==> src/rtl/kd_pkg.sv <==
// Shared defaults and node-word field helpers for the k-d tree traverser.
package kd_pkg;

   localparam int unsigned KD_DATA_WIDTH = 11;
   localparam int unsigned KD_NUM_DIMS   = 5;
   localparam int unsigned KD_LEVELS     = 6;
   localparam int unsigned KD_DIM_WIDTH  = 3;
   localparam int unsigned KD_TAG_WIDTH  = 8;

   // Node word layout is {median, dim}; dim sits in the low dim_w bits.
   function automatic logic [31:0] node_dim(input logic [63:0] node,
                                            input int unsigned dim_w);
      return 32'(node & ((64'd1 << dim_w) - 64'd1));
   endfunction

   function automatic logic [31:0] node_median(input logic [63:0] node,
                                               input int unsigned dim_w,
                                               input int unsigned data_w);
      return 32'((node >> dim_w) & ((64'd1 << data_w) - 64'd1));
   endfunction

endpackage

==> src/rtl/kd_level_stage.sv <==
// One tree level: private node bank, pipeline register and split compare.
// The register sits at the stage input; the bank is read with the registered
// path so a same-cycle write is only seen by the next query.
module kd_level_stage
   import kd_pkg::*;
#(
   parameter int unsigned LEVEL      = 0,
   parameter int unsigned DATA_WIDTH = KD_DATA_WIDTH,
   parameter int unsigned NUM_DIMS   = KD_NUM_DIMS,
   parameter int unsigned LEVELS     = KD_LEVELS,
   parameter int unsigned DIM_WIDTH  = KD_DIM_WIDTH,
   parameter int unsigned TAG_WIDTH  = KD_TAG_WIDTH
) (
   input  logic                             clk,
   input  logic                             rst,
   input  logic                             stall_i,
   input  logic                             in_valid_i,
   input  logic [NUM_DIMS*DATA_WIDTH-1:0]   in_patch_i,
   input  logic [TAG_WIDTH-1:0]             in_tag_i,
   input  logic [LEVELS-1:0]                in_path_i,
   input  logic                             wen_i,
   input  logic [LEVELS-1:0]                waddr_i,
   input  logic [DATA_WIDTH+DIM_WIDTH-1:0]  wdata_i,
   output logic                             out_valid_o,
   output logic [NUM_DIMS*DATA_WIDTH-1:0]   out_patch_o,
   output logic [TAG_WIDTH-1:0]             out_tag_o,
   output logic [LEVELS-1:0]                out_path_o,
   output logic                             bad_o
);

   localparam int unsigned NW    = DATA_WIDTH + DIM_WIDTH;
   localparam int unsigned DEPTH = 1 << LEVEL;
   localparam int unsigned IDXW  = (LEVEL > 0) ? LEVEL : 1;
   localparam int unsigned BASE  = DEPTH - 1;

   logic [NW-1:0]                   bank_q [DEPTH];
   logic                            valid_q;
   logic [NUM_DIMS*DATA_WIDTH-1:0]  patch_q;
   logic [TAG_WIDTH-1:0]            tag_q;
   logic [LEVELS-1:0]               path_q;

   logic                            bank_hit;
   logic [IDXW-1:0]                 wr_idx;
   logic [IDXW-1:0]                 rd_idx;
   logic [NW-1:0]                   node;
   logic [DIM_WIDTH-1:0]            dim;
   logic [DATA_WIDTH-1:0]           median;
   logic [DATA_WIDTH-1:0]           comp;
   logic                            dim_bad;
   logic                            go_right;

   // Decode whether the global heap address lands in this level's bank.
   always_comb begin
      bank_hit = wen_i && (32'(waddr_i) >= BASE) && (32'(waddr_i) < BASE + DEPTH);
      wr_idx   = IDXW'(32'(waddr_i) - BASE);
      rd_idx   = (LEVEL > 0) ? IDXW'(path_q) : '0;
   end

   // Node bank write; contents intentionally not reset.
   always_ff @(posedge clk) begin
      if (bank_hit) begin
         bank_q[wr_idx] <= wdata_i;
      end
   end

   // Stage pipeline register, frozen while the result port is stalled.
   always_ff @(posedge clk or posedge rst) begin
      if (rst) begin
         valid_q <= 1'b0;
         patch_q <= '0;
         tag_q   <= '0;
         path_q  <= '0;
      end else if (!stall_i) begin
         valid_q <= in_valid_i;
         patch_q <= in_patch_i;
         tag_q   <= in_tag_i;
         path_q  <= in_path_i;
      end
   end

   // Read node, select split component (component 0 on bad dim), compare.
   always_comb begin
      node    = bank_q[rd_idx];
      dim     = DIM_WIDTH'(node_dim(64'(node), DIM_WIDTH));
      median  = DATA_WIDTH'(node_median(64'(node), DIM_WIDTH, DATA_WIDTH));
      dim_bad = (32'(dim) >= NUM_DIMS);
      comp    = patch_q[DATA_WIDTH-1:0];
      for (int unsigned d = 1; d < NUM_DIMS; d++) begin
         if (32'(dim) == d) begin
            comp = patch_q[d*DATA_WIDTH +: DATA_WIDTH];
         end
      end
      go_right = !($signed(comp) < $signed(median));
   end

   assign out_valid_o = valid_q;
   assign out_patch_o = patch_q;
   assign out_tag_o   = tag_q;
   assign out_path_o  = LEVELS'({path_q, go_right});
   assign bad_o       = valid_q && dim_bad;

endmodule

==> src/rtl/pipelined_kd_traverser.sv <==
// Fully pipelined k-d tree leaf lookup: one level per stage, one query/cycle.
module pipelined_kd_traverser
   import kd_pkg::*;
#(
   parameter int unsigned DATA_WIDTH = KD_DATA_WIDTH,
   parameter int unsigned NUM_DIMS   = KD_NUM_DIMS,
   parameter int unsigned LEVELS     = KD_LEVELS,
   parameter int unsigned DIM_WIDTH  = KD_DIM_WIDTH,
   parameter int unsigned TAG_WIDTH  = KD_TAG_WIDTH
) (
   input  logic                             clk,
   input  logic                             rst,
   input  logic                             load_mode,
   input  logic                             node_wen,
   input  logic [LEVELS-1:0]                node_waddr,
   input  logic [DATA_WIDTH+DIM_WIDTH-1:0]  node_wdata,
   input  logic                             patch_valid,
   output logic                             patch_ready,
   input  logic [NUM_DIMS*DATA_WIDTH-1:0]   patch_in,
   input  logic [TAG_WIDTH-1:0]             patch_tag,
   output logic                             leaf_valid,
   input  logic                             leaf_ready,
   output logic [LEVELS-1:0]                leaf_index,
   output logic [TAG_WIDTH-1:0]             leaf_tag,
   output logic                             dim_err
);

   localparam int unsigned NODE_COUNT = (1 << LEVELS) - 1;

   logic                            stall;
   logic                            accept;
   logic                            node_write;
   logic                            any_bad;

   logic                            chain_valid [LEVELS+1];
   logic [NUM_DIMS*DATA_WIDTH-1:0]  chain_patch [LEVELS+1];
   logic [TAG_WIDTH-1:0]            chain_tag   [LEVELS+1];
   logic [LEVELS-1:0]               chain_path  [LEVELS+1];
   logic                            stage_bad   [LEVELS];

   logic                            leaf_valid_q;
   logic [LEVELS-1:0]               leaf_index_q;
   logic [TAG_WIDTH-1:0]            leaf_tag_q;
   logic                            dim_err_q;

   // Handshake, write qualification and sticky-error source.
   always_comb begin
      stall       = leaf_valid_q && !leaf_ready;
      patch_ready = !load_mode && !stall;
      accept      = patch_valid && patch_ready;
      node_write  = node_wen && load_mode && (32'(node_waddr) < NODE_COUNT);
      any_bad     = 1'b0;
      for (int unsigned l = 0; l < LEVELS; l++) begin
         any_bad = any_bad | stage_bad[l];
      end
   end

   assign chain_valid[0] = accept;
   assign chain_patch[0] = patch_in;
   assign chain_tag[0]   = patch_tag;
   assign chain_path[0]  = '0;

   for (genvar g = 0; g < LEVELS; g++) begin : g_level
      kd_level_stage #(
         .LEVEL      (g),
         .DATA_WIDTH (DATA_WIDTH),
         .NUM_DIMS   (NUM_DIMS),
         .LEVELS     (LEVELS),
         .DIM_WIDTH  (DIM_WIDTH),
         .TAG_WIDTH  (TAG_WIDTH)
      ) u_stage (
         .clk         (clk),
         .rst         (rst),
         .stall_i     (stall),
         .in_valid_i  (chain_valid[g]),
         .in_patch_i  (chain_patch[g]),
         .in_tag_i    (chain_tag[g]),
         .in_path_i   (chain_path[g]),
         .wen_i       (node_write),
         .waddr_i     (node_waddr),
         .wdata_i     (node_wdata),
         .out_valid_o (chain_valid[g+1]),
         .out_patch_o (chain_patch[g+1]),
         .out_tag_o   (chain_tag[g+1]),
         .out_path_o  (chain_path[g+1]),
         .bad_o       (stage_bad[g])
      );
   end

   // Result register (held under stall) and sticky dim error.
   always_ff @(posedge clk or posedge rst) begin
      if (rst) begin
         leaf_valid_q <= 1'b0;
         leaf_index_q <= '0;
         leaf_tag_q   <= '0;
         dim_err_q    <= 1'b0;
      end else begin
         if (!stall) begin
            leaf_valid_q <= chain_valid[LEVELS];
            if (chain_valid[LEVELS]) begin
               leaf_index_q <= chain_path[LEVELS];
               leaf_tag_q   <= chain_tag[LEVELS];
            end
         end
         dim_err_q <= dim_err_q | any_bad;
      end
   end

   assign leaf_valid = leaf_valid_q;
   assign leaf_index = leaf_index_q;
   assign leaf_tag   = leaf_tag_q;
   assign dim_err    = dim_err_q;

endmodule

==> config.mk <==
export PLATFORM = sky130hd
export DESIGN_NAME = pipelined_kd_traverser
export DESIGN_NICKNAME = d
export VERILOG_FILES = /design/src/rtl/kd_pkg.sv /design/src/rtl/kd_level_stage.sv /design/src/rtl/pipelined_kd_traverser.sv
export SDC_FILE = /design/constraint.sdc
export NUM_CORES = 2
export LEC_CHECK = 0
export ABC_AREA = 1
export ABC_CLOCK_PERIOD_IN_PS = 16079
export CAP_MARGIN = 20
export CORE_MARGIN = 10
export CORE_UTILIZATION = 35
export DETAILED_ROUTE_END_ITERATION = 10
export PLACE_DENSITY = 0.47
export SYNTH_ARGS = -nofsm -noshare
export SYNTH_HDL_FRONTEND = slang
export SYNTH_SLANG_ARGS = --single-unit
export TNS_END_PERCENT = 10
==> constraint.sdc <==
create_clock -name clk -period 16.08 [get_ports clk]
set_clock_uncertainty 0.05 [all_clocks]
set_input_delay 1.608 -clock clk [delete_from_list [all_inputs] [get_ports clk]]
set_output_delay 1.608 -clock clk [all_outputs]
set_load 0.005 [all_outputs]
After elaboration in Yosys (flattened, before gate mapping) --
Memories as Yosys holds them, arrays and structs flattened. Cells that the tools add are included. Widths: inputs -> output; s select.
Storage, ports and cells: bits of input ports 89, memories kept 6, word-level logic and storage cells 160, output and inout port bits 17, register bits after elaboration 415, RAM bits 882
Operators by class: bitwise logic cells 7, reduce and logical (&&, ||, !) cells 32, add/subtract/negate cells 5, equality and inequality tests 24, muxes and demuxes 36, magnitude comparators 23
Memories:
- g_level[5].u_stage.bank_q | depth 32, bits a word 14, rd ports 1, clocked after memory_dff 0, write ports 1, line kd_level_stage.sv:36 | logic [NW-1:0] bank_q [DEPTH];
- g_level[4].u_stage.bank_q | depth 16, bits a word 14, rd ports 1, clocked after memory_dff 0, write ports 1, line kd_level_stage.sv:36
- g_level[3].u_stage.bank_q | depth 8, bits a word 14, rd ports 1, clocked after memory_dff 0, write ports 1, line kd_level_stage.sv:36
- g_level[2].u_stage.bank_q | depth 4, bits a word 14, rd ports 1, clocked after memory_dff 0, write ports 1, line kd_level_stage.sv:36
- g_level[1].u_stage.bank_q | depth 2, bits a word 14, rd ports 1, clocked after memory_dff 0, write ports 1, line kd_level_stage.sv:36
- g_level[0].u_stage.bank_q | depth 1, bits a word 14, rd ports 1, clocked after memory_dff 0, write ports 1, line kd_level_stage.sv:36
Operators by type and width (count):
- $mux 11 | 24
- $lt 11x11->1 | 6
- $eq 3x2->1 const B | 12
- $logic_and 1x1->1 | 22
- $eq 3x1->1 const B | 6
- $eq 3x3->1 const B | 6
- $ge 3x3->1 const B | 6
- $mux 1 | 12
- $logic_not 1->1 | 9
- $ge 6x1->1 const B | 1
- $ge 6x2->1 const B | 1
- $ge 6x3->1 const B | 1
- $ge 6x4->1 const B | 1
- $ge 6x5->1 const B | 1
- $lt 6x1->1 const B | 1
- $lt 6x2->1 const B | 1
- $lt 6x3->1 const B | 1
- $lt 6x4->1 const B | 1
- $lt 6x5->1 const B | 1
- $lt 6x6->1 const B | 1
- $or 1x1->1 | 6
- $sub 5x5->5 const B | 1
- $sub 4x4->4 const B | 1
- $sub 3x3->3 const B | 1
- 4 further kinds | 4

Depth between registers and ports, before layout --
An unclocked memory read counts as a cell.
depth in word-level cells 9, mapped depth 29, depth with buffers taken out 27

Cells and area by module --
From an unflattened synthesis, not the netlist that was laid out.
Second synthesis, totals: cells, all modules 4551, area, all modules 55650.9 um^2
Modules (own cells, without submodules):
- kd_level_stage at g_level[5].u_stage | sequential area each 15179.6 um^2, times used 1, cells each 1643, area an instance 20996.4 um^2
- kd_level_stage at g_level[4].u_stage | sequential area each 8453.1 um^2, times used 1, cells each 1003, area an instance 12348.1 um^2
- kd_level_stage at g_level[3].u_stage | sequential area each 5089.9 um^2, times used 1, cells each 654, area an instance 7838.8 um^2
- kd_level_stage at g_level[2].u_stage | sequential area each 3408.3 um^2, times used 1, cells each 457, area an instance 5521.5 um^2
- kd_level_stage at g_level[1].u_stage | sequential area each 2567.5 um^2, times used 1, cells each 362, area an instance 4381.7 um^2
- kd_level_stage at g_level[0].u_stage | sequential area each 2147.1 um^2, times used 1, cells each 350, area an instance 3854.9 um^2
- pipelined_kd_traverser | sequential area each 400.4 um^2, times used 1, cells each 82, area an instance 709.4 um^2

Worst setup path after synthesis --
No wires, ideal clock.
path type input to output, start point input port leaf_ready, end point output port patch_ready, required time 14.422 ns, path slack 12.184 ns, stages 3, data arrival time 2.238 ns, path buffers 1, cells stage by stage nor2_1 -> clkbuf_1 -> nor2_1
Between the ends: word-level cells in the longest chain between the ends 4
RTL lines:
- start: declaration | line pipelined_kd_traverser.sv:22 | input logic leaf_ready,
- $logic_not 1->1 | line pipelined_kd_traverser.sv:48 | stall = leaf_valid_q && !leaf_ready;
- $logic_and 1x1->1 | line pipelined_kd_traverser.sv:48
- $logic_not 1->1
- $logic_and 1x1->1 | line pipelined_kd_traverser.sv:49 | patch_ready = !load_mode && !stall;
- end: declaration | line pipelined_kd_traverser.sv:18 | output logic patch_ready,
Every way passes these cells.

Final worst setup path --
start point register g_level[5].u_stage.path_q[1], end point register leaf_index_q[0], in the netlist leaf_index[0]
Between the ends: word-level cells in the longest chain between the ends 8, elaborated cells between the ends (all ways) 11, classes of those cells 1 x order compare; 4 x eq/ne; 4 x mux; 1 x reduce/logical; 1 x memory
RTL lines:
- start: declaration | line kd_level_stage.sv:40 | logic [LEVELS-1:0] path_q;
- start signal: assignment | line kd_level_stage.sv:77 | path_q <= in_path_i;
- $mem_v2 32x14 *
- $eq 3x1->1 | line kd_level_stage.sv:89 | if (32'(dim) == d) begin
- $mux 11 (4 in a row) | line kd_level_stage.sv:89
- $lt 11x11->1 * | line kd_level_stage.sv:93 | go_right = !($signed(comp) < $signed(median));
- $logic_not 1->1 * | line kd_level_stage.sv:93
- end signal: assignment | line pipelined_kd_traverser.sv:101 | leaf_index_q <= chain_path[LEVELS];
- end: declaration | line pipelined_kd_traverser.sv:42 | logic [LEVELS-1:0] leaf_index_q;
Every way passes the cells marked *; elsewhere a longest branch is shown, timed or not. A chain may end at the register's enable or synchronous reset.

==> impl_results.md <==
- Status: finished, final reports clean
- Async set or reset register ratio after synthesis: a little under a third
- CTS resizes: 0
- CTS clock-pin slew for the worst setup and hold paths: 60 ps
- Die Footprint: between 150000 and 200000 um2
- Hold Path Depth: 2
- Synth unique cells: between 40 and 50
- Wire per inst: around 23 um
- # setup viols final: 0
- Yosys warning count: 0
- First-pass GRT wire length: 245000 um
- Chip width: a little over 400 um
- Tmin final: 5590 ps
- CTS H-tree depth: 4
- Post-CTS Hold Buffers: 0
- GRT Overall Usage: 19.0%
- Initial Util: between 30% and 40%
- Vias: approximately 37000
- WP data required: about 17000 ps
- #FFs+latches synth: 1297
- Synth area leader: edfxtp_1
- Largest net degree at the start of global routing: roughly 250
- Setup TNS: 0 ps
- RSZ-0062 raised after global routing: false
- Remaining DRCs: 0
- Post-synthesis sequential area ratio: just under 70%
- Post-Route WL: between 150000 and 200000 um
- Vias in the first global route: roughly 36000
- Post-CTS setup buffer count: 0
- Synth Instances: around 5000
- Cell area after placement: approximately 57000 um2
- Via-to-Cell Ratio: roughly 5.1
- Crit Path Max Fanout: just under 60
- CTS tree: built
- Area growth, synth to finish: 15.0%
- Final ANT Viol Nets: 0
- Actual slew at the worst max-slew pin: roughly 1000 ps
- Min-delay worst type: flop to flop
- Core area: approximately 150000 um2
- CTS buffer count: 150
- Final net count: just over 5000
- Iter 0 DRT Violations: about 3400
- Maximum clock insertion buffer count: 3
- PwrDens: roughly 200 nW/um2
- LEAKAGE: roughly 0.024 uW
- Dominant cell by count in the synthesized netlist: nand2_1
- Clock sinks: 1297
- Most used DFF post-synth: edfxtp_1
- Syn Area/Cell: 11.0 um2
- Drt pass-1 iters: 5
- Critical path class: flop to flop
- Max Clock Freq: 179 MHz
- Synth cell count leaders: nand2_1, edfxtp_1, o21ai_0, nor2_1, dfrtp_1
- Cell Area, Synth: approximately 54000 um2
- Post-synth EDFFs: slightly below 900
- Startpoint types: flop
- Final Cell Area: approximately 62000 um2
- Root Buffer: clkbuf_16
- # IOs: roughly 110
- Gr ovfl total: 0
- Internal: ~7400 uW
- Die span in y: 413 um
- IO buf count: roughly 110
- Clock power frac: 27.3%
- Main area contributors after synthesis: edfxtp_1, dfrtp_1, nand2_1, o21ai_0, nor2_1
- WP data arrival: ~6200 ps
- Max_cap viols: 0
- Rel. slew slack: 30.2%
- Total Power: approximately 12000 uW
- DP HPWL: 103000 um
- Share of post-route cells with drive strength above 1: ~7.4%
- Skew-Pair Late Insertion Delay: 800 ps
- Reg power frac: between 30% and 40%
- Row count: 144
- Slew Viols, Final: 0
- Hold Vio Cnt, Final: 0
- Post-synth top area share: a little under 50%
- Switching portion of total power: approximately two fifths
- Initial antenna violation count: 6
- Max rail drop VDD: 0.000125 V
- Post-Syn Nets: 5094
- Fin crit share: a little over a third
- Combinational Power Share: approximately 37%
- Routability cong.: roughly 0.83
- NetSw: approximately 5000 uW
- Worst setup EP type: flop
- Worst Reg-to-Reg Cells: 21
cell usage in the layout, fill, tap and decap left out, types with 47 or more instances in the layout:
cell / instances
inv_1: 272
o211ai_1: 107
nor2_1: 454
nand3_1: 175
a21oi_1: 98
edfxtp_1: 882
ha_1: 66
o221ai_1: 103
o21ai_0: 674
clkdlybuf4s50_1: 91
dfrtp_1: 411
clkbuf_16: 153
clkbuf_1: 47
nand2_1: 1168
buf_4: 100
stage by stage:
stage,hold slack [ps],cells,setup slack (ps),utilization (%)
2_1_floorplan,392,4939,2870,-
4_1_cts,416,7165,10490,40.4
3_5_place_dp,401,6895,10530,37.2
6_report,415,7177,10490,40.5
5_1_grt,432,7176,9980,40.5
3_3_place_gp,401,6880,10520,37.2
worst paths after layout:
path	slack (ps)	startpoint	to
max	10490	g_level[5].u_stage.path_q[1]$_DFFE_PP0N_	leaf_index[0]$_DFFE_PP0P_
min	420	g_level[3].u_stage.out_tag_o[4]$_DFFE_PP0N_	g_level[4].u_stage.out_tag_o[4]$_DFFE_PP0N_
max reg2reg	10490	g_level[5].u_stage.path_q[1]$_DFFE_PP0N_	leaf_index[0]$_DFFE_PP0P_
min reg2reg	420	g_level[3].u_stage.out_tag_o[4]$_DFFE_PP0N_	g_level[4].u_stage.out_tag_o[4]$_DFFE_PP0N_
max in group asynchronous	12470	rst	g_level[4].u_stage.path_q[0]$_DFFE_PP0N_
min in group asynchronous	1320	rst	leaf_index[5]$_DFFE_PP0P_
routing by layer:
metal	GRT usage [%]	share of wire, %	vias to the layer above
li1	-	-	17435
met1	26.2	46	18224
met2	31.0	48	903
met3	2.52	3.9	234
met4	5.70	2.7	0
met5	0	0	-
logic make-up after synthesis:
| group | Yosys count | synth area share, % |
|---|---|---|
| and+or+nand+nor | 1848 | 13.6 |
| muxes | 11 | 0.203 |
| xor gates and xnor gates | 1 | 0.0162 |
| AOI/OAI and AO/OA | 1126 | 12.2 |
| buffers and inverters | 590 | 4.37 |
| DFF | 1297 | 68.1 |
| adders and majority gates | 66 | 1.53 |
worst max-delay path, cell delays in order, from the launching register on:
cell and delay (ps):
dfrtp_4 650, clkinv_2 810, buf_4 650, nand3_1 200
nand3_1 110, nand2_1 120, nand2_1 60, nand3_1 290
nand2_4 190, nor2_8 160, nand2_2 260, o211ai_1 230
o211ai_1 180, a21oi_1 280, ha_1 300, a21oi_1 150
nand3b_1 120, a21oi_1 70, nor3_1 200, nand3_1 110
nand3_1 120, nand2_1 60
cell type report:
cell class              instances  area [um2]
clock inverters                56         679
repair buffers                217        1870
diodes                          3        7.51
well taps                    2044        2560
inverters                     294        1130
flip-flops and latches       1297       36900
clock buffers                 214        4200
multi-input cells            3052       14900
fillers                     14946       91600
registers in the layout, indices dropped and copies added, names as in the netlist:
register	flops
dim_err	1
g_level.u_stage.bank_q	882
g_level.u_stage.out_patch_o	330
g_level.u_stage.out_tag_o	48
g_level.u_stage.out_valid_o	6
g_level.u_stage.path_q	15
leaf_index	6
leaf_tag	8
leaf_valid	1
power groups by stage:
stage	clock network [uW]	registers, uW	logic [uW]
after floorplan	0	4300	3100
after CTS	3460	4460	4620
final	3380	4460	4550
after global routing	3600	4510	5110
after global placement	0	4520	4560
after detailed placement	0	4520	4600
No activity file was read; power rests on OpenSTA's default activity.
